## config.mk

```make
export PLATFORM = sky130hd
export DESIGN_NAME = seq_divider
export DESIGN_NICKNAME = d
export VERILOG_FILES = /design/src/rtl/seq_divider.sv
export SDC_FILE = /design/constraint.sdc
export NUM_CORES = 1
export LEC_CHECK = 0
export ABC_AREA = 1
export BUFFER_PORTS_ARGS = -buffer_cell sky130_fd_sc_hd__buf_2
export CORE_ASPECT_RATIO = 2
export CORE_MARGIN = 4
export CORE_UTILIZATION = 63
export CTS_BUF_LIST = sky130_fd_sc_hd__clkbuf_8
export CTS_CLUSTER_DIAMETER = 40
export DETAILED_ROUTE_END_ITERATION = 8
export PLACE_DENSITY_LB_ADDON = 0.3
export SLEW_MARGIN = 40
export SYNTH_ARGS = -nofsm -noshare
export SYNTH_HDL_FRONTEND = slang
export SYNTH_SLANG_ARGS = --single-unit
```

## constraint.sdc

```tcl
create_clock -name clk -period 4.6 [get_ports clk]
set_clock_uncertainty 0.05 [all_clocks]
set_input_delay 0.46 -clock clk [delete_from_list [all_inputs] [get_ports clk]]
set_output_delay 0.46 -clock clk [all_outputs]
set_load 0.005 [all_outputs]
```

## src/rtl/seq_divider.sv

```systemverilog
// Multi-cycle unsigned restoring divider: one quotient bit per clock, start/busy/done
// handshake, divide-by-zero reported through a flag instead of garbage results.
module seq_divider #(
  parameter int WIDTH = 8
) (
  input  logic             clk,
  input  logic             reset,
  input  logic             start,
  input  logic [WIDTH-1:0] dividend,
  input  logic [WIDTH-1:0] divisor,
  output logic             busy,
  output logic             done,
  output logic [WIDTH-1:0] quotient,
  output logic [WIDTH-1:0] remainder,
  output logic             div_by_zero
);

  typedef enum logic [1:0] {IDLE, RUN, DONE} state_t;

  localparam int CNT_W = $clog2(WIDTH + 1);

  state_t           state;
  logic [CNT_W-1:0] cnt;
  logic [WIDTH-1:0] a;
  logic [WIDTH-1:0] p;
  logic [WIDTH-1:0] d;
  logic [WIDTH-1:0] p_next;
  logic [WIDTH-1:0] a_next;

  // One restoring step; the trial value is WIDTH+1 bits so divisors with the MSB set work.
  function automatic logic [2*WIDTH-1:0] div_step(input logic [WIDTH-1:0] p_in,
                                                  input logic [WIDTH-1:0] a_in,
                                                  input logic [WIDTH-1:0] d_in);
    logic [WIDTH:0] t;
    logic [WIDTH:0] diff;
    t    = {p_in, a_in[WIDTH-1]};
    diff = t - {1'b0, d_in};
    if (t >= {1'b0, d_in})
      return {diff[WIDTH-1:0], a_in[WIDTH-2:0], 1'b1};
    else
      return {t[WIDTH-1:0], a_in[WIDTH-2:0], 1'b0};
  endfunction

  always_comb begin
    {p_next, a_next} = div_step(p, a, d);
  end

  always_ff @(posedge clk) begin
    if (reset) begin
      state       <= IDLE;
      cnt         <= '0;
      a           <= '0;
      p           <= '0;
      d           <= '0;
      busy        <= 1'b0;
      done        <= 1'b0;
      quotient    <= '0;
      remainder   <= '0;
      div_by_zero <= 1'b0;
    end else begin
      case (state)
        IDLE: begin
          if (start) begin
            d           <= divisor;
            cnt         <= '0;
            p           <= '0;
            a           <= dividend;
            busy        <= 1'b1;
            div_by_zero <= 1'b0;
            if (divisor == '0) begin
              state       <= DONE;
              done        <= 1'b1;
              quotient    <= '1;
              remainder   <= dividend;
              div_by_zero <= 1'b1;
            end else begin
              state <= RUN;
            end
          end
        end
        RUN: begin
          p   <= p_next;
          a   <= a_next;
          cnt <= cnt + 1'b1;
          if (cnt == CNT_W'(WIDTH - 1)) begin
            state     <= DONE;
            done      <= 1'b1;
            quotient  <= a_next;
            remainder <= p_next;
          end
        end
        DONE: begin
          state <= IDLE;
          done  <= 1'b0;
          busy  <= 1'b0;
        end
        default: begin
          state <= IDLE;
          done  <= 1'b0;
          busy  <= 1'b0;
        end
      endcase
    end
  end

endmodule

```

==> flow_summary_export.csv <==
group,metric,value,unit
worst_setup_path,end_kind,"flip-flop",
die,die_h,98.7,um
synth,muxShareOfSynthArea,0,
worst_setup_path,r2r-start,"p[3]",
pwr,intPower,0.000838,W
synth,synth_top_family_by_area,"simple AND/OR/NAND/NOR gates",
pwr,p_sw,0.000627,W
final_layout,num_antenna_cells,0,
clock_network,cts_tree,"done",
worst_setup_path,cp_max_fo,10,
synth,ys_seq_area_frac,0.379,
clock_network,cts.sinks,49,
timing,finalHoldViolations,0,
pwr,power_frac_seq,0.378,
worst_setup_path,crit_family,"simple AND/OR/NAND/NOR gates",
pwr,vdd_ir_drop_max,358,uV
clock_network,h-tree-depth,2,
timing,rsz0062_at_grt,"false",
pwr,p_clk_frac,0.171,
worst_setup_path,path_cells,"ha_1 -> nand2_1 -> inv_1 -> nand2_1 -> nand2_1 -> nand2_1 -> nand4_2 -> nand3_1 -> nand3_1 -> nand2_1 -> inv_1",
worst_setup_path,max_stage_delay,370,ps
route,drtIter0Drc,73,
placement,hpwlAfterDp,4.82,mm
placement,gp_congestion,0.854,
worst_setup_path,arrival,2140,ps
timing,finalWorstPathRequiredPeriod,1990,ps
global_route,grt_max_degree,34,
route,first_pass_iters,5,
timing,relSlewSlack,0.468,
route,viasPerCell,5.48,
global_route,grt_pass1_wl,10.7,mm
clock_network,post-cts-setup-buffers,0,
timing,slew_viol_final,0,
final_layout,final_cells,469,
worst_setup_path,r2r-end,"p[6]",
timing,worst_pin_slew,794,ps
route,wirelength,6.28,mm
min_path,hold_path_depth,3,
pwr,power_density,513,mW/mm^2
clock_network,cts_root_buffer,"clkbuf_8",
final_layout,area_growth,10.2,%
route,num_vias,2570,
route,drc,0,
worst_setup_path,path_class,"reg2reg",
global_route,grt_antenna_before_repair,0,
die,die-area,0.00526,sq mm
synth,synth.cell_area,0.00259,sq mm
min_path,hold_path_class,"in2reg",
worst_setup_path,r2r.worst_path.cells,11,
clock_network,clk_pin_slew,90,ps
worst_setup_path,worst-r2r-setup-slack,2610,ps
timing,fin_setup_tns,0,ps
worst_setup_path,crit_required,4750,ps
min_path,min_from,"divisor[5]",
timing,fmax,504,MHz
clock_network,cts-resized-gates,0,
synth,synthSimpleGateAreaFrac,0.335,
clock_network,hold_buffers,0,
synth,syn_avg_cell_area,6.69,sq um
timing,min_period_over_period,0.432,
pwr,leakagePower,1.54,nW
global_route,grt_pass1_vias,2560,
synth,synthXorXnorAreaFrac,0.0101,
die,start_util,0.660,
run,maxCapViolations,0,
die,ioPinCount,38,
final_layout,mostFrequentLayoutCell,"nand2_1",
placement,place_inst,462,
run_status,status,"complete, no violations",
synth,synthAdderAreaFrac,0.0512,
min_path,min_to,"d[5]",
global_route,grt_use_total,0.263,
final_layout,final_layout_size_suffix_gt1_frac,0.148,
die,die_x,53.3,um
synth,ys_types,27,
final_layout,layout.nets,447,
synth,yosysWarnings,0,
pwr,p_comb_frac,0.451,
synth,synth_cells,387,
clock_network,cts.path.max_buffers,2,
die,core,0.00392,sq mm
global_route,grt_remaining_overflow,0,
clock_network,clk_latency,300,ps
timing,setup_viol,0,
placement,io_buffers,37,
synth,synth_nets,416,
clock_network,cts_buffers,5,
pwr,switching_share,0.428,
worst_setup_path,critPathLaunchType,"flip-flop",
route,wl_per_cell,13.4,um
die,num_rows,32,
final_layout,final_cell_mix,"88 x nand2_1, 54 x inv_1, 51 x nor2_1, 49 x dfxtp_1, 37 x buf_2",
synth,synth_seq_cells,49,
route,antenna_left,0,
worst_setup_path,crit_buf_inv,2,
worst_setup_path,slowest_stage,"dfxtp_1",
synth,synth_compound_area_frac,0.112,
worst_setup_path,cpMostUsedCell,"nand2_1",
[Yosys cell counts, drive strengths merged]
| cell | count | share of area |
|---|---|---|
| nor2 | 57 | 0.088 |
| nor3 | 1 | 0.0039 |
| clkbuf | 5 | 0.0072 |
| o21ai | 26 | 0.050 |
| xnor2 | 1 | 0.0034 |
| ha | 9 | 0.043 |
| dfxtp | 49 | 0.38 |
| fa | 1 | 0.0077 |
| a21oi | 21 | 0.042 |
| nand4 | 11 | 0.029 |
| nand2 | 92 | 0.14 |
| inv | 58 | 0.086 |
| nand3 | 36 | 0.071 |
| buf | 8 | 0.020 |
| nor3b | 1 | 0.0029 |
| or2 | 1 | 0.0024 |
| xor2 | 2 | 0.0068 |
| a31oi | 8 | 0.019 |
[how the worst max path moves through the flow]
stage	end	depth (start not counted)	startpoint	slack, ps
after detailed placement	d[6]	4	reset	2630
after global placement	d[6]	4	reset	2620
after global routing	remainder[1]	12	d[2]	2470
after floorplan	p[4]	11	a[7]	2960
final	p[6]	11	p[3]	2610
after CTS	p[6]	11	p[3]	2630
[sequential cells by signal, indices dropped and copies added, names as in the netlist]
register and count:
a 8, busy 1, cnt 4, d 8
div_by_zero 1, done 1, p 8, quotient 8
remainder 8, state 2
[power by group through the flow]
stage	sequential [W]	combinational (W)	clock, W
5_1_grt	0.000560	0.000755	0.000267
6_report	0.000553	0.000661	0.000251
3_3_place_gp	0.000560	0.000637	0
4_1_cts	0.000553	0.000659	0.000255
3_5_place_dp	0.000561	0.000654	0
2_1_floorplan	0.000552	0.000495	0
[final cells by class]
cell class                 instances  area [sq um]
inverter                          58           223
fill                             371          1070
tap                               51          63.8
clock inverter                     1          3.75
timing repair buffer              37           185
multi-input combinational        267          1320
sequential                        49           981
clock buffer                       6          82.6
[through the flow]
stage               power [W]   util  cell area (sq um)  hold WS (ps)  worst slack (ps)
detailed placement    0.00122  0.706               2770           402              2630
finish                0.00147  0.728               2860           405              2610
floorplan             0.00105      -               2590           383              2960
global placement      0.00120  0.706               2770           395              2620
global route          0.00158  0.728               2860           427              2470
CTS                   0.00147  0.728               2860           400              2630
[per-layer routing]
metal  track usage  share of wire  vias up
met5             0              0        -
met2         0.478           0.55       70
li1              -              -     1289
met4         0.167          0.051        0
met1         0.263           0.36     1188
met3        0.0318          0.034       23
[cell families after synthesis]
family / count (synthesis)
AND/OR/NAND/NOR: 199
buffers and inverters: 71
AO/OA/AOI/OAI: 55
flip-flops: 49
adder cells (fa/ha/maj): 10
XOR/XNOR: 3
[worst reg2reg max path, stage by stage (launching register included)]
cell and delay (ps):
dfxtp_1 370, ha_1 370, nand2_1 130, inv_1 50
nand2_1 100, nand2_1 70, nand2_1 90, nand4_2 230
nand3_1 220, nand3_1 90, nand2_1 60, inv_1 60
Power figures use the tool's default switching activity.
